[src/rtl/uart_servo_cmd.sv]
// rtl/uart_servo_cmd.sv - UART command framer/decoder producing a servo pulse width
//
// Assembles 4-byte frames (CMD, DATA_H, DATA_L, TERM_BYTE) from the uart_rx
// byte strobe, validates and decodes them into a pulse width in clock cycles.
//
// Ports:
//   i_clk, i_resetn      clock, asynchronous active-low reset
//   i_rx_valid/i_rx_data received byte strobe and data
//   i_rx_break           line break, aborts a frame in progress
//   o_pwm_width          pulse width in cycles (to servo_control.in_pwm)
//   o_pwm_update         one-cycle pulse when o_pwm_width is reloaded
//   o_frame_err          one-cycle pulse per rejected frame
//   o_err_count          saturating rejected-frame count
//   o_last_cmd           CMD byte of the last accepted frame
module uart_servo_cmd #(
  parameter int         PW_W           = 20,
  parameter int         PULSE_MIN      = 27000,
  parameter int         PULSE_MAX      = 54000,
  parameter int         STEP           = 150,
  parameter int         TIMEOUT_CYCLES = 270000,
  parameter logic [7:0] TERM_BYTE      = 8'h0A
) (
  input  logic            i_clk,
  input  logic            i_resetn,
  input  logic            i_rx_valid,
  input  logic [7:0]      i_rx_data,
  input  logic            i_rx_break,
  output logic [PW_W-1:0] o_pwm_width,
  output logic            o_pwm_update,
  output logic            o_frame_err,
  output logic [7:0]      o_err_count,
  output logic [7:0]      o_last_cmd
);

  // Decode arithmetic runs 8 bits wider than the output so the angle product
  // and raw value are never truncated before the range check / clamp.
  localparam int             XW      = PW_W + 8;
  localparam logic [XW-1:0]  MIN_X   = XW'(PULSE_MIN);
  localparam logic [XW-1:0]  MAX_X   = XW'(PULSE_MAX);
  localparam logic [XW-1:0]  STEP_X  = XW'(STEP);
  localparam logic [PW_W-1:0] CENTER = PW_W'((PULSE_MIN + PULSE_MAX) / 2);
  localparam int             TO_W    = $clog2(TIMEOUT_CYCLES + 1);
  localparam logic [TO_W-1:0] TO_LAST = TO_W'(TIMEOUT_CYCLES - 1);

  typedef enum logic [2:0] {
    S_IDLE,
    S_GOT_CMD,
    S_GOT_HI,
    S_GOT_LO,
    S_EXEC
  } state_t;

  state_t state, state_next;

  logic [7:0]      cmd_q, hi_q, lo_q;
  logic [TO_W-1:0] to_cnt;
  logic            in_frame;
  logic            timeout_hit;

  logic            ld_cmd, ld_hi, ld_lo;
  logic            reject;
  logic            exec_ok;

  logic            dec_ok;
  logic [PW_W-1:0] dec_width;
  logic [15:0]     v;
  logic [XW-1:0]   v_x;

  // Registered EXEC result; outputs load from here one edge later.
  logic            res_valid;
  logic [PW_W-1:0] res_width;
  logic [7:0]      res_cmd;

  assign in_frame    = (state == S_GOT_CMD) || (state == S_GOT_HI) || (state == S_GOT_LO);
  assign timeout_hit = (to_cnt == TO_LAST);
  assign v           = {hi_q, lo_q};
  assign v_x         = XW'(v);

  // Frame decode from the holding registers.
  always_comb begin
    dec_ok    = 1'b0;
    dec_width = CENTER;
    case (cmd_q)
      8'h00: dec_ok = 1'b1;
      8'h01: begin
        if (v <= 16'd180) begin
          dec_ok    = 1'b1;
          dec_width = PW_W'(MIN_X + v_x * STEP_X);
        end
      end
      8'h02: begin
        dec_ok = 1'b1;
        if (v_x < MIN_X)      dec_width = PW_W'(MIN_X);
        else if (v_x > MAX_X) dec_width = PW_W'(MAX_X);
        else                  dec_width = PW_W'(v_x);
      end
      default: dec_ok = 1'b0;
    endcase
  end

  always_ff @(posedge i_clk or negedge i_resetn) begin
    if (!i_resetn) state <= S_IDLE;
    else           state <= state_next;
  end

  // Break always wins over a byte arriving in the same cycle; a pending
  // valid byte suppresses the timeout for that cycle.
  always_comb begin
    state_next = state;
    ld_cmd     = 1'b0;
    ld_hi      = 1'b0;
    ld_lo      = 1'b0;
    reject     = 1'b0;
    exec_ok    = 1'b0;
    case (state)
      S_IDLE: begin
        if (!i_rx_break && i_rx_valid) begin
          ld_cmd     = 1'b1;
          state_next = S_GOT_CMD;
        end
      end
      S_GOT_CMD: begin
        if (i_rx_break) begin
          reject     = 1'b1;
          state_next = S_IDLE;
        end else if (i_rx_valid) begin
          ld_hi      = 1'b1;
          state_next = S_GOT_HI;
        end else if (timeout_hit) begin
          reject     = 1'b1;
          state_next = S_IDLE;
        end
      end
      S_GOT_HI: begin
        if (i_rx_break) begin
          reject     = 1'b1;
          state_next = S_IDLE;
        end else if (i_rx_valid) begin
          ld_lo      = 1'b1;
          state_next = S_GOT_LO;
        end else if (timeout_hit) begin
          reject     = 1'b1;
          state_next = S_IDLE;
        end
      end
      S_GOT_LO: begin
        if (i_rx_break) begin
          reject     = 1'b1;
          state_next = S_IDLE;
        end else if (i_rx_valid) begin
          // A wrong terminator is discarded, not reused as the next CMD.
          if (i_rx_data == TERM_BYTE) begin
            state_next = S_EXEC;
          end else begin
            reject     = 1'b1;
            state_next = S_IDLE;
          end
        end else if (timeout_hit) begin
          reject     = 1'b1;
          state_next = S_IDLE;
        end
      end
      S_EXEC: begin
        if (i_rx_break) begin
          reject     = 1'b1;
          state_next = S_IDLE;
        end else begin
          exec_ok = dec_ok;
          reject  = !dec_ok;
          if (i_rx_valid) begin
            ld_cmd     = 1'b1;
            state_next = S_GOT_CMD;
          end else begin
            state_next = S_IDLE;
          end
        end
      end
      default: state_next = S_IDLE;
    endcase
  end

  always_ff @(posedge i_clk or negedge i_resetn) begin
    if (!i_resetn) begin
      cmd_q  <= 8'h00;
      hi_q   <= 8'h00;
      lo_q   <= 8'h00;
      to_cnt <= '0;
    end else begin
      if (ld_cmd) cmd_q <= i_rx_data;
      if (ld_hi)  hi_q  <= i_rx_data;
      if (ld_lo)  lo_q  <= i_rx_data;
      if (in_frame && !i_rx_valid) to_cnt <= to_cnt + TO_W'(1);
      else                         to_cnt <= '0;
    end
  end

  always_ff @(posedge i_clk or negedge i_resetn) begin
    if (!i_resetn) begin
      res_valid    <= 1'b0;
      res_width    <= CENTER;
      res_cmd      <= 8'h00;
      o_pwm_width  <= CENTER;
      o_pwm_update <= 1'b0;
      o_last_cmd   <= 8'h00;
      o_frame_err  <= 1'b0;
      o_err_count  <= 8'h00;
    end else begin
      res_valid <= exec_ok;
      if (exec_ok) begin
        res_width <= dec_width;
        res_cmd   <= cmd_q;
      end
      o_pwm_update <= res_valid;
      if (res_valid) begin
        o_pwm_width <= res_width;
        o_last_cmd  <= res_cmd;
      end
      o_frame_err <= reject;
      if (reject && (o_err_count != 8'hFF)) o_err_count <= o_err_count + 8'd1;
    end
  end

endmodule

[config.mk]
export PLATFORM = sky130hd
export DESIGN_NAME = uart_servo_cmd
export DESIGN_NICKNAME = d
export VERILOG_FILES = /design/src/rtl/uart_servo_cmd.sv
export SDC_FILE = /design/constraint.sdc
export NUM_CORES = 1
export LEC_CHECK = 0
export ABC_AREA = 1
export CAP_MARGIN = 10
export CORE_MARGIN = 5
export CORE_UTILIZATION = 54
export DETAILED_ROUTE_END_ITERATION = 12
export PLACE_DENSITY_LB_ADDON = 0.2
export SLEW_MARGIN = 20
export SYNTH_ARGS = -nofsm -noshare
export SYNTH_HDL_FRONTEND = slang
export SYNTH_SLANG_ARGS = --single-unit
[constraint.sdc]
create_clock -name i_clk -period 4.79 [get_ports i_clk]
set_input_delay 0.7185 -clock i_clk [delete_from_list [all_inputs] [get_ports i_clk]]
set_output_delay 0.7185 -clock i_clk [all_outputs]
set_load 0.01 [all_outputs]
======== After elaboration in Yosys (flattened, before gate mapping) ========
Cells that the tools add are included.
storage, ports and cells
  register bits ........................... 113
  logic and storage cells ................. 77
  bits of input ports ..................... 12
  output and inout port bits .............. 38
operators by class
  $lt $le $gt $ge ......................... 3
  equality and inequality tests ........... 10
  reductions and logical operators ........ 12
  multipliers ............................. 1
  mux-type cells .......................... 35
  $add $sub $neg .......................... 3
operator list
  cell                    number
  $pmux 20 s2             1
  $mux 16                 2
  $mux 3                  9
  $add 15x20->20 const A  1
  $mux 20                 1
  $add 19x1->19 const B   1
  $eq 19x19->1 const B    1
  $mul 16x7->19 const B   1
  $mux 19                 1
  $mux 1                  17
  $gt 16x16->1 const B    1
  $le 16x8->1 const B     1
  $lt 16x15->1 const B    1
  $pmux 3 s5              1
  $add 8x1->8 const B     1
  $eq 8x1->1 const B      1
  $eq 8x2->1 const B      1
  $eq 8x4->1 const B      1
  $logic_not 8->1         1
  $ne 8x8->1 const B      1
  $eq 3x2->1 const B      2
  $pmux 1 s2              2
  $reduce_or 2->1         2
  $eq 3x1->1 const B      1
  other kinds (7)         12

======== Longest topological paths before layout ========
  depth in word-level cells ............... 7
  depth in mapped cells ................... 23
  mapped depth without buffers ............ 23

======== Worst setup path before layout ========
OpenSTA, ideal clock, no wires.
  kind .................................... register to register
  from .................................... reg hi_q[2]
  to ...................................... reg res_width[19]
  library setup time ...................... 117 ps
  slack ................................... 1065 ps
  arrival ................................. 3608 ps
  cell stages (with the launch flop) ...... 20
  path through ............................ dfrtp_1 -> ha_1 -> ha_1 -> fa_1 -> inv_1 -> fa_1 -> inv_1 -> ha_1 -> nand2_1 -> inv_1 -> a21oi_1 -> nand3_1 -> nand2_1 -> nand2_1 -> nand2_1 -> nand2_1 -> nor2_1 -> nand4_1 -> nand3_1 -> nand2_1
on the way
  word-level cells in the longest chain between the ends .. 5
  elaborated cells on any way between the ends .. 9
  those cells by class .................... add/sub (1); mul (1); order compare (1); mux (6)
RTL lines
  item                                                    RTL line  source
  from (decl)                                             55        logic [7:0] cmd_q, hi_q, lo_q;
  from (signal assigned)                                  190       if (ld_hi) hi_q <= i_rx_data;
  branches (longest 5 deep; another with $add 15x20->20)  -
  to (signal assigned)                                    210       res_width <= dec_width;
  to (decl)                                               71        logic [PW_W-1:0] res_width;
Several ways; the timed one is not identified.
A chain may end at the register's enable or synchronous reset.

======== Worst setup path after layout ========
  from .................................... reg hi_q[2]
  to ...................................... reg res_width[16]
Same word-level chain as after synthesis.

==> impl_results.md <==
* Status: finished, final reports clean
* HP Class: input pin to asynchronous set/reset pin
* RSZ-0062 raised after global routing: false
* Power per cell area at 573 nW/µm²
* Final Cycle Share at 88.0%
* Slew margin rel. at 51.3%
* Max_cap viols at 0
* PortBufs at 49
* Cell count after synthesis at 967
* Largest area contributor in the netlist: dfrtp_1
* Hold-fix buffers, CTS at 0
* Final Slew Violations at 0
* Clk_lat worst skew at 420 ps
* Min Hold Slack at 315 ps
* Layout area overhead at 16.9%
* Clock skew at 13.3 ps
* Vias in the first global route at 6126
* NumNets Final at 1115
* Initial Util at 55.2%
* Layout cells sized above 1 at 10.4%
* FF+latch area at 2850 µm²
* Startpoint Class: flip-flop
* Async S/R FF share, synth at 100%
* Worst VDD drop at 0.328 mV
* Vias per inst at 5.27
* Htree depth at 4
* Die Span Y at 129 µm
* Post-route ant nets at 0
* P_leak at 0.00457 µW
* Reg clk slew, reported paths at 60 ps
* Synthesized cell area at 7660 µm²
* TritonCTS clock tree: yes
* Seq/Total Area, Yosys at 37.2%
* Worst setup EP type: flip-flop
* Syn_area_per_cell at 7.93 µm²
* Postcts setup bufs at 0
* Synth cell types at 46
* Fill cell count at 1174
* Syn nets at 1057
* Post-synth EDFFs at 0
* Overflow after GRT at 0
* Die ar. at 16700 µm²
* Width of the die at 129 µm
* Number of clock buffers inserted by TritonCTS at 17
* Most common cell after layout, fill and taps aside: nand2_1
* Synth top area cells: dfrtp_1 32%, nand2_1 10%, ha_1 9.0%
* Dpl hpwl at 13100 µm
* Final setup viols at 0
* DR WL/cell at 14.1 µm
* Top Ports at 50
* Worst Path Required at 5100 ps
* Core footprint at 13900 µm²
* DRC Markers at 0
* Placer Congestion at 0.913
* Final Hold Viols at 0
* Worst Path Max Fanout at 10
* DRT Wirelength at 17200 µm
* Root Buffer: clkbuf_16
* FMAX at 237 MHz
* Synthesis Warnings at 0
* Post-CTS sizing at 0
* Total negative slack at 0 ps
* Worst slew pin tran at 727 ps
* Post-synth top area share at 31.7%
* First drt pass iteration count at 5
* CP Data Arrival Time at 4520 ps
* Most frequent cells in the layout: 214 x nand2_1, 166 x inv_1, 97 x dfrtp_1
* First-pass GRT wire length at 29000 µm
* Area of the multi-input gates at 4100 µm²
* Total track usage at 21.8%
* Num rows at 43
* Critical path class: flip-flop to flip-flop
* Synth Register Bits at 113
* Largest net degree at the start of global routing at 82
* Iter 0 DRT Violations at 398
* Period minus WS final at 4210 ps
* CTS max path bufs at 2
* Initial antenna violation count at 0
* CTS sink count at 113
* Synth Flop Type: dfrtp_1
* Via count at 6417
* # diodes at 0
critical path: stages (launching register included):
cell,delay (ps)
dfrtp_1,610
ha_1,320
ha_1,300
fa_1,540
inv_1,50
fa_1,490
inv_1,40
ha_1,340
nand2_1,120
nor2_1,200
nand3_1,160
nand3_1,140
nand2_1,60
nand2_1,120
inv_1,90
nor2_2,170
nand3_2,130
nand2_1,80
nand2_1,40
nand3_1,60
nand2_1,50
flip-flops by register name (all words and copies together), names as in the netlist:
signal,cells
state,3
o_last_cmd,8
to_cnt,19
res_width,20
res_cmd,8
o_frame_err,1
cmd_q,8
lo_q,8
res_valid,1
o_pwm_update,1
o_pwm_width,20
hi_q,8
o_err_count,8
Yosys cell counts (all sizes together), types with 6 or more instances:
master	n
a21oi	50
clkbuf	10
dfrtp	97
dfstp	16
fa	23
ha	55
inv	172
mux2	17
nand2	222
nand3	69
nand4	25
nor2	91
nor3	14
nor4	6
o21ai	58
xnor2	12
area by class of cell:
cell class,instances,area share (%)
inverters,174,7.30
clock buffers,17,4.75
well taps,180,2.51
multi-input cells,667,45.8
clock inverters,15,2.15
repair buffers,52,5.74
flip-flops and latches,113,31.8
routing by layer:
layer | global-route usage (%) | vias to the layer above | share of wire (%)
li1 | - | 3251 | -
met1 | 29.9 | 2995 | 47
met2 | 34.9 | 142 | 47
met3 | 3.92 | 29 | 4.4
met4 | 7.54 | 0 | 2.0
met5 | 0 | - | 0
where the power goes:
group | switching (µW) | leakage (µW) | internal [µW] | total (µW)
clock | 483 | 0.000297 | 832 | 1310
sequential | 130 | 0.00144 | 1020 | 1150
combinational | 1710 | 0.00283 | 963 | 2670
total | 2320 | 0.00457 | 2820 | 5140
logic make-up (layout without fill, tap and decap cells):
kind of cell	after synthesis	after routing	share of synthesized area, %
compound gates	126	126	9.44
xor+xnor	15	15	1.71
fa+ha+maj	78	78	15.0
buf+inv	187	258	9.30
flops	113	113	37.2
mux	17	17	2.50
simple gates	431	431	24.9
per-stage QoR:
step           std cells  power, µW  util (%)  setup WS, ps  area (µm²)
6_report            1218       5140      64.6           576        8960
2_1_floorplan        967       3210         -          1060        7660
5_1_grt             1218       5640      64.6           311        8960
3_3_place_gp        1186       3750      60.1           650        8340
3_5_place_dp        1186       3810      60.1           609        8340
4_1_cts             1218       5150      64.5           599        8960
worst paths after layout:
| check | from | endpoint | slack [ps] | cells past startpoint |
|---|---|---|---|---|
| worst min register to register | to_cnt[0] | to_cnt[0] | 460 | 1 |
| worst min-delay path | i_resetn | res_width[18] | 320 | 1 |
| worst max register to register | hi_q[2] | res_width[16] | 580 | 20 |
| max in group asynchronous | i_resetn | cmd_q[4] | 3540 | 2 |
| worst max-delay path | hi_q[2] | res_width[16] | 580 | 20 |
| min in group i_clk | to_cnt[0] | to_cnt[0] | 460 | 1 |
Power figures use the tool's default switching activity.
